File: src/rtl/clk_rst_seq_pkg.sv
// Shared state encoding and sizing helpers for the clk_rst_seq reset sequencer.
// Build option: CLK_RST_SEQ_REQ_FILT_EN enables the ext_rst_req glitch filter.
package clk_rst_seq_pkg;

    typedef enum logic [1:0] {
        ST_ASSERT  = 2'd0,
        ST_RELEASE = 2'd1,
        ST_RUN     = 2'd2
    } seq_state_e;

    localparam int REQ_FILT_LEN = 4;

    // Counter must reach RST_HOLD-1 and STAGE_GAP-1; sized from the larger span.
    function automatic int seq_cnt_w(input int hold, input int nch, input int gap);
        int m;
        m = (hold > nch * gap) ? hold : nch * gap;
        return (m < 2) ? 1 : $clog2(m);
    endfunction

endpackage

File: src/rtl/clk_rst_div.sv
// One channel clock-enable divider: shadow divide value, period counter, ce strobe, toggle.
// Build option: none (CLK_RST_SEQ_REQ_FILT_EN only affects the top).
module clk_rst_div
    import clk_rst_seq_pkg::*;
#(
    parameter int               DIV_W    = 8,
    parameter logic [DIV_W-1:0] DIV_INIT = '0
) (
    input  logic             clk_i,
    input  logic             rst_i,
    input  logic             clr_i,
    input  logic             load_i,
    input  logic [DIV_W-1:0] div_i,
    output logic             ce_o,
    output logic             tgl_o
);

    logic [DIV_W-1:0] shadow_q, shadow_d;
    logic [DIV_W-1:0] act_q, act_d;
    logic [DIV_W-1:0] cnt_q, cnt_d;
    logic             ce_q, ce_d;
    logic             tgl_q, tgl_d;

    // The active value only changes at a period boundary, so a reload never cuts a period short.
    always_comb begin
        shadow_d = load_i ? div_i : shadow_q;
        act_d    = act_q;
        cnt_d    = cnt_q;
        ce_d     = 1'b0;
        tgl_d    = tgl_q;
        if (clr_i) begin
            act_d = shadow_q;
            cnt_d = '0;
            tgl_d = 1'b0;
        end else if (cnt_q == act_q) begin
            act_d = shadow_q;
            cnt_d = '0;
            ce_d  = 1'b1;
            tgl_d = ~tgl_q;
        end else begin
            cnt_d = cnt_q + 1'b1;
        end
    end

    always_ff @(posedge clk_i) begin
        if (rst_i) begin
            shadow_q <= DIV_INIT;
            act_q    <= DIV_INIT;
            cnt_q    <= '0;
            ce_q     <= 1'b0;
            tgl_q    <= 1'b0;
        end else begin
            shadow_q <= shadow_d;
            act_q    <= act_d;
            cnt_q    <= cnt_d;
            ce_q     <= ce_d;
            tgl_q    <= tgl_d;
        end
    end

    assign ce_o  = ce_q;
    assign tgl_o = tgl_q;

endmodule

File: src/rtl/clk_rst_seq.sv
// Reset sequencer: holds all channels in reset, releases them in order, then runs per-channel dividers.
// Build option: CLK_RST_SEQ_REQ_FILT_EN requires ext_rst_req high for 4 consecutive cycles.
module clk_rst_seq
    import clk_rst_seq_pkg::*;
#(
    parameter int NUM_CH    = 4,
    parameter int DIV_W     = 8,
    parameter int RST_HOLD  = 500,
    parameter int STAGE_GAP = 16,
    parameter int DIV_INIT  = 0
) (
    input  logic                    clk,
    input  logic                    rst,
    input  logic                    ext_rst_req,
    input  logic [NUM_CH*DIV_W-1:0] div_cfg,
    input  logic                    cfg_load,
    output logic [NUM_CH-1:0]       ch_rstn,
    output logic [NUM_CH-1:0]       ch_ce,
    output logic [NUM_CH-1:0]       ch_tgl,
    output logic                    seq_done
);

    localparam int CW = seq_cnt_w(RST_HOLD, NUM_CH, STAGE_GAP);

    seq_state_e        state_q, state_d;
    logic [CW-1:0]     cnt_q, cnt_d;
    logic [NUM_CH-1:0] rstn_q, rstn_d;
    logic              done_q, done_d;
    logic              flush;

`ifdef CLK_RST_SEQ_REQ_FILT_EN
    logic [2:0] filt_q;

    always_ff @(posedge clk) begin
        if (rst || !ext_rst_req) begin
            filt_q <= '0;
        end else if (filt_q != 3'(REQ_FILT_LEN - 1)) begin
            filt_q <= filt_q + 3'd1;
        end
    end

    assign flush = ext_rst_req && (filt_q == 3'(REQ_FILT_LEN - 1));
`else
    assign flush = ext_rst_req;
`endif

    // rstn_d fills from bit 0 upward; the last bit setting marks the end of the sequence.
    always_comb begin
        state_d = state_q;
        cnt_d   = cnt_q;
        rstn_d  = rstn_q;
        done_d  = done_q;
        if (flush) begin
            state_d = ST_ASSERT;
            cnt_d   = '0;
            rstn_d  = '0;
            done_d  = 1'b0;
        end else begin
            unique case (state_q)
                ST_ASSERT: begin
                    if (cnt_q == CW'(RST_HOLD - 1)) begin
                        cnt_d   = '0;
                        rstn_d  = NUM_CH'(1);
                        state_d = ST_RELEASE;
                    end else begin
                        cnt_d = cnt_q + 1'b1;
                    end
                end
                ST_RELEASE: begin
                    if (cnt_q == CW'(STAGE_GAP - 1)) begin
                        cnt_d  = '0;
                        rstn_d = (rstn_q << 1) | NUM_CH'(1);
                    end else begin
                        cnt_d = cnt_q + 1'b1;
                    end
                end
                ST_RUN: ;
                default: state_d = ST_ASSERT;
            endcase
            if (state_q != ST_RUN && rstn_d[NUM_CH-1]) begin
                state_d = ST_RUN;
                done_d  = 1'b1;
            end
        end
    end

    always_ff @(posedge clk) begin
        if (rst) begin
            state_q <= ST_ASSERT;
            cnt_q   <= '0;
            rstn_q  <= '0;
            done_q  <= 1'b0;
        end else begin
            state_q <= state_d;
            cnt_q   <= cnt_d;
            rstn_q  <= rstn_d;
            done_q  <= done_d;
        end
    end

    for (genvar i = 0; i < NUM_CH; i++) begin : g_ch
        clk_rst_div #(
            .DIV_W    (DIV_W),
            .DIV_INIT (DIV_W'(DIV_INIT))
        ) u_div (
            .clk_i  (clk),
            .rst_i  (rst),
            .clr_i  (flush | ~rstn_q[i]),
            .load_i (cfg_load),
            .div_i  (div_cfg[i*DIV_W +: DIV_W]),
            .ce_o   (ch_ce[i]),
            .tgl_o  (ch_tgl[i])
        );
    end

    assign ch_rstn  = rstn_q;
    assign seq_done = done_q;

endmodule

File: config.mk
export PLATFORM = sky130hd
export DESIGN_NAME = clk_rst_seq
export DESIGN_NICKNAME = d
export VERILOG_FILES = /design/src/rtl/clk_rst_seq_pkg.sv /design/src/rtl/clk_rst_div.sv /design/src/rtl/clk_rst_seq.sv
export SDC_FILE = /design/constraint.sdc
export NUM_CORES = 1
export LEC_CHECK = 0
export BUFFER_PORTS_ARGS = -buffer_cell sky130_fd_sc_hd__buf_2
export CAP_MARGIN = 20
export CORE_UTILIZATION = 48
export DETAILED_ROUTE_END_ITERATION = 10
export PLACE_DENSITY = 0.67
export SLEW_MARGIN = 40
export SYNTH_ARGS = -nofsm -noshare
export SYNTH_HDL_FRONTEND = slang
export SYNTH_HIERARCHICAL = 1
export SYNTH_SLANG_ARGS = --single-unit
File: constraint.sdc
create_clock -name clk -period 4.8 [get_ports clk]
set_input_delay 0.24 -clock clk [delete_from_list [all_inputs] [get_ports clk]]
set_output_delay 0.24 -clock clk [all_outputs]
set_load 0.01 [all_outputs]
# == After elaboration in Yosys (flattened, before gate mapping) ==
# Index checks and enable logic that the tools add are counted.
# classes
addsub,5
n_eq_ne,14
muxes,22
bitwise,13
reduce_logical,22
# op_table
cell,count
8-bit 2-to-1 mux,8
8-bit by 1-bit adder with 8-bit output (second input constant),4
8-bit == test,4
9-bit 2-to-1 mux,2
9-bit case mux with 2 select lines,1
3-bit OR reduction,5
4-bit 2-to-1 mux,3
2-bit OR reduction,6
2-bit nonzero test,5
9-bit by 1-bit adder with 9-bit output (second input constant),1
9-bit by 4-bit == test with 1-bit output (second input constant),1
9-bit == test (second input constant),1
3-bit != test (second input constant),3
1-bit inverter,9
4-bit case mux with 2 select lines,1
1-bit 2-to-1 mux,4
2-bit 2-to-1 mux,2
2-bit != test (second input constant),2
1-bit OR,4
2-bit case mux with 2 select lines,1
2-bit AND reduction,2
3-bit AND reduction,1
3-bit nonzero test,1
2-bit by 1-bit == test with 1-bit output (second input constant),1
4 further kinds,4
# word_totals
ff_bits,120
output_inout_bits,13
word_cells,102

# == Longest topological paths before layout ==
# Gate-level depths: netlist of the first run.
# depth
ltp_word,7
ltp_mapped,7
mapped_depth_nobuf,6

# == Modules after synthesis ==
# Netlist of the first run, hierarchy kept.
# modules_own_cells
mod,n_inst,cells_each,area_each_um2,seq_area_each_um2
clk_rst_div,4,109,1157.4,520.5
clk_rst_seq,1,91,822.0,320.3

# == Worst setup path before layout of the first run ==
# OpenSTA, ideal clock, no wires.
# synth_path
path_type,register to register
from,register state_q[0]
to,register state_q[1]
setup_ns,0.115
arrival_time_ns,1.428
t_required_ns,4.685
slack_ns,3.258
stages_incl_launch_ff,8
n_path_buf,1
synth_period_minus_slack_ns,1.542
path_cell_list,dfxtp_1 -> inv_1 -> ha_1 -> clkbuf_1 -> inv_1 -> o311ai_2 -> a31oi_1 -> o21a_1
# synth_via
elab_chain_cells,6
word_cells_on_any_way,13
# synth_rtl
element,line,text
from (decl),clk_rst_seq.sv:25,"seq_state_e state_q, state_d;"
from (signal assigned),clk_rst_seq.sv:94,state_q <= state_d;
2-bit by 1-bit == test with 1-bit output or 2-bit zero test (tied branches),clk_rst_seq.sv:59,unique case (state_q)
4-bit case mux with 2 select lines,clk_rst_seq.sv:59,
4-bit 2-to-1 mux,clk_rst_seq.sv:53,if (flush) begin
1-bit logical AND,clk_rst_seq.sv:80,if (state_q != ST_RUN && rstn_d[NUM_CH-1]) begin
3-bit != test (no line) or 2-bit by 1-bit != test with 1-bit output (tied branches),-,
2-bit AND reduction (no line),-,
# Parallel ways exist; a longest one is shown, timed or not. The select of a mux whose other input is x is not followed.
# A chain may end at the register's enable or synchronous reset.

==> reports/results.ini, run 1 <==
[global_route]
grt_pass1_vias = 3705
grt_antenna_before_repair = 0
track_usage_pct = 18.3
grt_pass1_wl_mm = 16.7
grt_remaining_overflow = 0
grt_max_degree = 111

[logic_synthesis]
syn_area_mm2 = 0.00545
synth_edf_count = 0
synth_warnings = 6
synth_seq_cells = 120
yosys.cell_types.count = 41
postSynthCellCount = 527
synth_ff_type = dfxtp_1
avgSynthCellArea_um2 = 10.3
syn_nets = 571
async_flop_share_pct = 0
seq_area_frac_synth_pct = 44.1

[power_and_ir_drop]
power.leakage_uw = 0.00261
peakVddDrop_v = 0.000266
totalPowerFinal_uw = 2370
powerDensity_mw_per_mm2 = 375

[sta]
tightest_slew_ps = 732
period_share_pct = 34.7
finalHoldViolations = 0
whs_ps = 72.7
slew_headroom_pct = 51.0
fin_skew_ps = 8.09
setup_tns_ps = 0
grt_setup_unrepaired = false
drv_slew = 0
fmax_ghz = 0.601
min_period_ps = 1660
setup_viol = 0

[placement]
dpl.hpwl_mm = 6.62
port_buffers = 48
place_area_mm2 = 0.00575
gp_congestion = 0.784

[route]
num_vias = 3616
via_per_inst = 4.95
wire_per_inst_um = 13.2
wl_mm = 9.66
drtIter0Drc = 120
post-route-drc-count = 0
drtAntennaViolNets = 0
drt_pre_antenna_iters = 4

[clock_tree]
cts_num_sinks = 120
cts_resized = 0
ctsHoldBuffers = 0
clock_latency_ps = 400
cts_tree = done
cts_buffers = 17
post_cts_buffers = 0
clockRootBuffer = clkbuf_16
htreeDepth = 4
cts_buffer_depth = 2
clk_pin_slew_ps = 50

[run_status]
status = complete, no violations

[critical_path]
reg2regPathDepth = 4
end_kind = register
arrival_ps = 1930
start_kind = register
path_class = reg2reg
setup.worst_path.start = cnt_q[0]
rr_startpoint = cnt_q[0]
path_max_fanout = 7
crit_required_ps = 5070

[layout]
diodes = 0
register_area_mm2 = 0.00240
final_area_mm2 = 0.00632
drive_above_1_share_pct = 16.8
final_common_cell = dfxtp_1
multiInputGateArea_mm2 = 0.00290
syn2layout_area_growth_pct = 16.0
fillers = 980
nets = 624
final_cell_mix = 120 x dfxtp_1, 76 x nor2_1, 70 x nand2b_1, 64 x mux2i_1, 49 x xor2_1

[floorplanning]
num_rows = 38
start_util_pct = 49.9
dieArea_mm2 = 0.0118
num_io_pins = 49
die_h_um = 109
die_w_um = 109
core_mm2 = 0.0109

[worst_hold_path]
hold_depth = 3
hp-class = in2reg
min_from = div_cfg[5]

[flow_run]
drv_cap = 0

-- path summary, 6_finish.rpt --
| path | to | slack, ps |
|---|---|---|
| setup / recovery | cnt_q[7] | 3140 |
| hold / removal | g_ch[0].u_div/shadow_q[5] | 70 |
| setup reg to reg | cnt_q[7] | 3140 |
| hold reg to reg | g_ch[0].u_div/act_q[1] | 470 |
-- synthesized netlist by cell type, types with 2 or more instances --
master,instances,share of area (%)
inv_1,7,0.48
clkbuf_8,4,1.0
nand3b_1,4,0.55
a211o_2,4,0.73
nor4_4,8,3.1
xnor2_1,10,1.6
and2_1,4,0.46
mux2i_1,64,12
o311ai_2,2,0.60
and3_1,9,1.0
nand3_1,11,1.0
clkbuf_1,7,0.48
nor3_1,5,0.46
o21a_1,5,0.69
a211oi_1,4,0.55
nor2_1,76,5.2
xor2_2,4,1.2
xor2_1,49,7.9
a21bo_1,4,0.73
nand4_1,7,0.80
o22ai_1,2,0.23
o21ai_0,3,0.28
nand2b_1,70,8.0
a21oi_4,4,1.2
nand2_1,15,1.0
dfxtp_1,120,44
ha_1,8,1.8
buf_6,4,0.83
-- worst max-delay path, stage by stage (launching register included) --
cell       delay (ps)
dfxtp_1           380
ha_1              230
nand4bb_1         250
o311ai_2          580
nor2_1            100
-- flip-flops by register name, summed over array words and instances (netlist names) --
register,flops
g_ch.u_div/shadow_q,32
g_ch.u_div/tgl_o,4
state_q,2
ch_rstn,4
g_ch.u_div/cnt_q,32
cnt_q,9
g_ch.u_div/act_q,32
seq_done,1
g_ch.u_div/ce_o,4
-- layout make-up --
type,count,share of cell area (%)
multi-input combinational,385,45.8
sequential,120,38.0
tap,140,2.77
clock inverter,2,0.554
clock buffer,27,8.43
timing repair buffer,49,4.02
inverter,7,0.416
-- power by group --
part | internal, µW | switching, µW | total, µW | leakage, µW
Clock | 799 | 404 | 1200 | 0.000281
Combinational | 61.9 | 66.1 | 128 | 0.00135
Sequential | 1030 | 16.0 | 1040 | 0.000977
Total | 1890 | 486 | 2370 | 0.00261
-- layer usage --
layer	track usage [%]	up-vias	wire length, µm
met4	6.47	0	114
li1	-	1884	-
met3	6.09	9	343
met1	22.4	1678	4650
met2	29.9	45	4560
met5	0	-	0
-- cells by family (layout without fill, tap and decap cells) --
group,after synthesis,after routing,synth area share (%)
flip-flops,120,120,44.1
buffers and inverters,22,85,2.80
XOR/XNOR,63,63,10.7
adder cells (fa/ha/maj),8,8,1.84
multiplexers,64,64,11.8
AND/OR/NAND/NOR,214,214,22.7
AO/OA/AOI/OAI,36,36,6.17
-- stage by stage --
step / worst slack, ps / util (%) / instances
finish: 3140 / 57.8 / 730
global placement: 3140 / 52.6 / 701
CTS: 3130 / 57.8 / 730
global route: 2980 / 57.8 / 730
detailed placement: 3130 / 52.6 / 701
floorplan: 3260 / - / 527
Note: power is estimated with default switching activity, not from simulation.
==> inputs of run 2 (changes only) <==
==> constraint.sdc (replaced) <==
create_clock -name clk -period 1.55 [get_ports clk]
set_input_delay 0.0775 -clock clk [delete_from_list [all_inputs] [get_ports clk]]
set_output_delay 0.0775 -clock clk [all_outputs]
set_load 0.01 [all_outputs]
==> reports/results.ini, run 2 (same netlist as run 1, synthesis figures left out) <==
[power_and_ir_drop]
p_sw_share_pct = 20.6  ; was 20.5%
power.leakage_uw = 0.00295  ; was 0.00261 µW
power_frac_clock_pct = 53.5  ; was 50.7%
intPower_uw = 6370  ; was 1890 µW
share_comb_of_total_power_pct = 6.3  ; was 5.4%
peakVddDrop_v = 0.00105  ; was 0.000266 V
totalPowerFinal_uw = 8020  ; was 2370 µW
seqPwrFrac_pct = 40.2  ; was 43.9%
powerDensity_mw_per_mm2 = 1120  ; was 375 mW/mm²
p_sw_uw = 1650  ; was 486 µW

[clock_tree]
cts_buffer_depth = 2  ; unchanged
clock_latency_ps = 420  ; was 400 ps
cts_buffers = 17  ; unchanged
cts_num_sinks = 120  ; unchanged
clk_pin_slew_ps = 50  ; about the same
clockRootBuffer = clkbuf_16  ; unchanged
cts_tree = done  ; unchanged
htreeDepth = 4  ; unchanged

[layout]
nets = 686  ; was 624
syn2layout_area_growth_pct = 30.9  ; was 16.0%
largest_registers = g_ch.u_div/act_q (32), g_ch.u_div/cnt_q (32), g_ch.u_div/shadow_q (32)  ; unchanged
register_area_mm2 = 0.00241  ; was 0.00240 mm²
final_area_mm2 = 0.00714  ; was 0.00632 mm²
multiInputGateArea_mm2 = 0.00304  ; was 0.00290 mm²
final_common_cell = dfxtp_1  ; unchanged
drive_above_1_share_pct = 23.7  ; was 16.8%
fillers = 868  ; was 980
diodes = 0  ; unchanged
final_cell_mix = 114 x dfxtp_1, 76 x nor2_1, 70 x nand2b_1, 64 x mux2i_1, 48 x buf_2  ; was 120 x dfxtp_1, 76 x nor2_1, 70 x nand2b_1, 64 x mux2i_1, 49 x xor2_1

[sta]
tightest_slew_ps = 407  ; was 732 ps
slew_headroom_pct = 72.7  ; was 51.0%
drv_slew = 0  ; unchanged
min_period_ps = 1480  ; was 1660 ps
finalHoldViolations = 0  ; unchanged
period_share_pct = 95.5  ; was 34.7%
fmax_ghz = 0.675  ; was 0.601 GHz
setup_viol = 0  ; unchanged
fin_skew_ps = 5.60  ; was 8.09 ps

[global_route]
grt_remaining_overflow = 0  ; unchanged
grt_pass1_vias = 3896  ; was 3705
track_usage_pct = 19.4  ; was 18.3%
grt_pass1_wl_mm = 17.6  ; was 16.7 mm
grt_antenna_before_repair = 0  ; unchanged
grt_max_degree = 52  ; was 111

[floorplanning]
die_h_um = 109  ; unchanged
start_util_pct = 49.9  ; unchanged
core_mm2 = 0.0109  ; unchanged
die_w_um = 109  ; unchanged
num_io_pins = 49  ; unchanged
num_rows = 38  ; unchanged
dieArea_mm2 = 0.0118  ; unchanged

[critical_path]
slowest_stage = dfxtp_2  ; was o311ai_2
cp_slowest_stage_delay_ps = 360  ; was 580 ps
path_max_fanout = 4  ; was 7
crit_required_ps = 1860  ; was 5070 ps
arrival_ps = 1790  ; was 1930 ps
end_kind = register  ; unchanged
start_kind = register  ; unchanged
path_class = reg2reg  ; unchanged
crit_path_cell_trace = ha_4 > nand4bb_4 > o311ai_4 > a31oi_2 > o21a_1  ; was ha_1 > nand4bb_1 > o311ai_2 > nor2_1

[route]
drt_pre_antenna_iters = 4  ; unchanged
num_vias = 3895  ; was 3616
via_per_inst = 4.90  ; was 4.95
wire_per_inst_um = 13.1  ; was 13.2 µm
drtIter0Drc = 123  ; was 120
wl_mm = 10.4  ; was 9.66 mm
drtAntennaViolNets = 0  ; unchanged
post-route-drc-count = 0  ; unchanged

[placement]
dpl.hpwl_mm = 6.70  ; was 6.62 mm
place_area_mm2 = 0.00595  ; was 0.00575 mm²
gp_congestion = 0.833  ; was 0.784
port_buffers = 48  ; unchanged

[worst_hold_path]
hp-class = in2reg  ; unchanged

[flow_run]
drv_cap = 0  ; unchanged

[run_status]
status = complete, no violations  ; unchanged

==> run 2: cell types whose count changed in the layout (fill, tap and decap cells not counted), sizes merged <==
cell	previous run	this run
clkinv	1	4
bufinv	1	5
clkbuf	27	19
dlygate4sd3	0	33
buf	49	78
clkinvlp	0	4
==> run 2: worst paths after layout <==
kind         slack [ps]                 startpoint  cells after the start                endpoint
max                  70                   cnt_q[1]                      5                seq_done
min                 110                        rst                      3              state_q[1]
max reg2reg          70                   cnt_q[1]                      5                seq_done
min reg2reg         470  g_ch[3].u_div/shadow_q[5]                      2  g_ch[3].u_div/act_q[5]
==> run 2: routing by layer <==
layer / global-route usage, % / up-vias / share of wire (%)
met5: 0 / - / 0
met4: 10.4 / 0 / 2.5
met3: 6.33 / 20 / 3.7
met2: 32.5 / 60 / 50
met1: 22.0 / 1806 / 44
li1: - / 2009 / -
==> run 2: worst max-delay path: cells and delay by family, from the launching register on <==
kind	cells	cell delay [ps]
compound gates	3	670
fa+ha+maj	1	170
flops	1	360
simple gates	1	160
==> run 2: per-stage QoR <==
stage               TNS (ps)  hold WS, ps  setup WS (ps)  cells  util (%)
finish                     0          114           69.4    795      65.3
floorplan                  0          150           7.51    527         -
global route           -4.29          120          -3.22    795      65.3
CTS                        0          108           14.1    791      63.8
detailed placement     -49.7          318          -19.2    725      54.4
global placement           0          311           51.9    725      54.4
==> run 2: power by group through the flow <==
stage	clock [µW]	sequential [µW]	combinational, µW
final	4290	3220	503
after global routing	4530	3230	557
after CTS	4390	3220	489
after detailed placement	0	3290	424
after global placement	0	3280	410
after floorplan	0	3280	319
==> run 2: layout make-up <==
cell class                      count  share of cell area (%)
Multi-Input combinational cell    385                    42.6
Sequential cell                   120                    33.8
Clock buffer                       19                    6.35
Clock inverter                     13                    2.80
Tap cell                          140                    2.45
Inverter                            7                   0.368
Timing Repair Buffer              111                    11.7
==> run 2: what timing repair did <==
item | CTS | global route
pin swaps | 2 | 8
hold buffers | 33 | 0
resized for setup | 5 | 24
endpoints found under the hold margin | 34 | 0
setup endpoints to repair | 7 | 36
setup buffers | 1 | 4
==> inputs of run 3 (changes only) <==
--- a/config.mk
+++ b/config.mk
@@ -7,9 +7,10 @@
 export LEC_CHECK = 0
 export BUFFER_PORTS_ARGS = -buffer_cell sky130_fd_sc_hd__buf_2
 export CAP_MARGIN = 20
+export CORE_ASPECT_RATIO = 2
 export CORE_UTILIZATION = 48
 export DETAILED_ROUTE_END_ITERATION = 10
-export PLACE_DENSITY = 0.67
+export PLACE_DENSITY_LB_ADDON = 0.05
 export SLEW_MARGIN = 40
 export SYNTH_ARGS = -nofsm -noshare
 export SYNTH_HDL_FRONTEND = slang
==> constraint.sdc (replaced) <==
create_clock -name clk -period 1.3 [get_ports clk]
set_input_delay 0.065 -clock clk [delete_from_list [all_inputs] [get_ports clk]]
set_output_delay 0.065 -clock clk [all_outputs]
set_load 0.01 [all_outputs]
==> reports/results.ini, run 3 (same netlist as run 1, synthesis figures left out) <==
[run_status]
status = finished with violations  ; was complete, no violations
violations = setup timing

[power_and_ir_drop]
powerDensity_mw_per_mm2 = 1130  ; was 1120 mW/mm²
power.leakage_uw = 0.00327  ; was 0.00295 µW
peakVddDrop_v = 0.000946  ; was 0.00105 V

[layout]
final_cell_mix = 74 x dfxtp_1, 73 x buf_4, 69 x nand2b_1, 64 x mux2i_1, 58 x nor2_1  ; was 114 x dfxtp_1, 76 x nor2_1, 70 x nand2b_1, 64 x mux2i_1, 48 x buf_2
largest_registers = g_ch.u_div/act_q (32), g_ch.u_div/cnt_q (32), g_ch.u_div/shadow_q (32)  ; unchanged
fillers = 828  ; was 868
diodes = 0  ; unchanged
final_common_cell = dfxtp_1  ; unchanged
drive_above_1_share_pct = 43.2  ; was 23.7%
syn2layout_area_growth_pct = 45.7  ; was 30.9%
nets = 746  ; was 686
final_area_mm2 = 0.00795  ; was 0.00714 mm²

[floorplanning]
num_rows = 54  ; was 38
die_h_um = 153  ; was 109 µm
die_w_um = 77.4  ; was 109 µm
start_util_pct = 49.8  ; was 49.9%
dieArea_mm2 = 0.0118  ; about the same
num_io_pins = 49  ; unchanged
core_mm2 = 0.0109  ; about the same

[sta]
finalHoldViolations = 0  ; unchanged
grt_setup_unrepaired = true
drv_slew = 0  ; unchanged
fin_skew_ps = 8.90  ; was 5.60 ps
tightest_slew_ps = 345  ; was 407 ps
period_share_pct = 113  ; was 95.5%
slew_headroom_pct = 77.0  ; was 72.7%
worst_slack_ps = -175  ; was 69.4 ps
setup_viol = 86  ; was 0
min_period_ps = 1470  ; was 1480 ps
fmax_ghz = 0.678  ; was 0.675 GHz

[critical_path]
reg2reg_slack_ps = -170  ; was 70 ps
path_class = reg2reg  ; unchanged
crit_family = flip-flops  ; was compound AO/OA/AOI/OAI gates
worst-path-buf-inv = 2  ; was 0
path_max_fanout = 5  ; was 4
start_kind = register  ; unchanged
end_kind = register  ; unchanged
cp_slowest_stage_delay_ps = 340  ; was 360 ps
crit_required_ps = 1580  ; was 1860 ps
r2r-end = g_ch[1].u_div/act_q[3]  ; was seq_done
rr_startpoint = g_ch[1].u_div/act_q[5]  ; was cnt_q[1]
crit_path_cell_trace = xor2_2 > nor4_4 > buf_4 > a21oi_4 > buf_6 > mux2i_1  ; was ha_4 > nand4bb_4 > o311ai_4 > a31oi_2 > o21a_1
slowest_stage = dfxtp_2  ; unchanged
arrival_ps = 1760  ; was 1790 ps
reg2regPathDepth = 6  ; was 5

[global_route]
grt_antenna_before_repair = 0  ; unchanged
track_usage_pct = 21.4  ; was 19.4%
grt_remaining_overflow = 0  ; unchanged
grt_max_degree = 44  ; was 52
grt_pass1_wl_mm = 19.8  ; was 17.6 mm
grt_pass1_vias = 4393  ; was 3896

[worst_hold_path]
holdPathEnd = g_ch[2].u_div/shadow_q[5]  ; was state_q[1]
hold_depth = 4  ; was 3
hp-class = in2reg  ; unchanged
min_from = cfg_load  ; was rst

[route]
via_per_inst = 4.86  ; was 4.90
num_vias = 4147  ; was 3895
drt_pre_antenna_iters = 5  ; was 4
drtAntennaViolNets = 0  ; unchanged
wire_per_inst_um = 14.1  ; was 13.1 µm
drtIter0Drc = 114  ; was 123
wl_mm = 12.0  ; was 10.4 mm
post-route-drc-count = 0  ; unchanged

[placement]
place_area_mm2 = 0.00643  ; was 0.00595 mm²
place_ws_ps = -224  ; was -19.2 ps
port_buffers = 48  ; unchanged
gp_congestion = 0.830  ; was 0.833
dpl.hpwl_mm = 7.97  ; was 6.70 mm

[clock_tree]
cts_buffers = 17  ; unchanged
cts_num_sinks = 120  ; unchanged
clockRootBuffer = clkbuf_16  ; unchanged
clk_pin_slew_ps = 50  ; about the same
htreeDepth = 4  ; unchanged
cts_buffer_depth = 2  ; unchanged
clock_latency_ps = 400  ; was 420 ps
cts_tree = done  ; unchanged

[flow_run]
drv_cap = 0  ; unchanged

==> run 3: cell count changes in the layout (fill, tap and decap cells not counted), moves of 16 or more <==
cell     change
nor2_2      +17
buf_4       +46
xor2_2      +16
dfxtp_2     +39
xor2_1      -17
nor2_1      -18
dfxtp_1     -40
==> run 3: worst max path at each step <==
stage,start,end,slack (ps),cells after the start
global route,g_ch[1].u_div/act_q[5],g_ch[1].u_div/act_q[0],-260,6
detailed placement,state_q[0],cnt_q[3],-220,6
CTS,g_ch[0].u_div/act_q[1],g_ch[0].u_div/act_q[4],-160,6
finish,g_ch[1].u_div/act_q[5],g_ch[1].u_div/act_q[3],-170,6
floorplan,cnt_q[1],seq_done,-90,5
global placement,state_q[0],cnt_q[3],-170,6
==> run 3: cell type report <==
class,count,area (µm²),share of cell area [%]
tap,140,175,2.20
sequential,120,2460,31.0
clock buffer,22,484,6.09
clock inverter,8,72.6,0.913
inverter,7,33.8,0.425
multi-input combinational,385,3370,42.4
timing repair buffer,171,1340,16.9
==> run 3: per-stage QoR <==
step	utilization (%)	TNS [ps]	cells	total power, µW	hold slack [ps]
floorplan	-	-1350	527	4290	137
global placement	58.7	-8320	777	4460	299
detailed placement	58.7	-10770	777	4480	307
CTS	70.5	-8050	849	9020	212
global route	72.6	-15100	853	9280	218
finish	72.6	-9510	853	8960	216
==> run 3: where the power goes <==
part | internal, µW | switching [µW]
clock | 2790 | 1580
sequential | 3780 | 71.3
combinational | 415 | 316
total | 6990 | 1970
==> run 3: layer usage <==
| metal | global-route usage, % | routed length [µm] |
|---|---|---|
| met1 | 21.6 | 4620 |
| met2 | 41.6 | 6970 |
| met3 | 4.07 | 279 |
| met4 | 7.91 | 166 |
| met5 | 0 | 0 |
==> run 3: timing repair <==
item | 4_1_cts | 5_1_grt
pin swaps | 36 | 22
gates resized for setup | 83 | 59
hold buffers | 34 | 0
endpoints found under the hold margin | 35 | 0
setup endpoints to repair | 88 | 88
setup buffers | 9 | 7
==> run 3: worst min-delay path: stages <==
cell,delay [ps]
buf_2,110
buf_12,190
mux2i_1,140
nor2_1,70
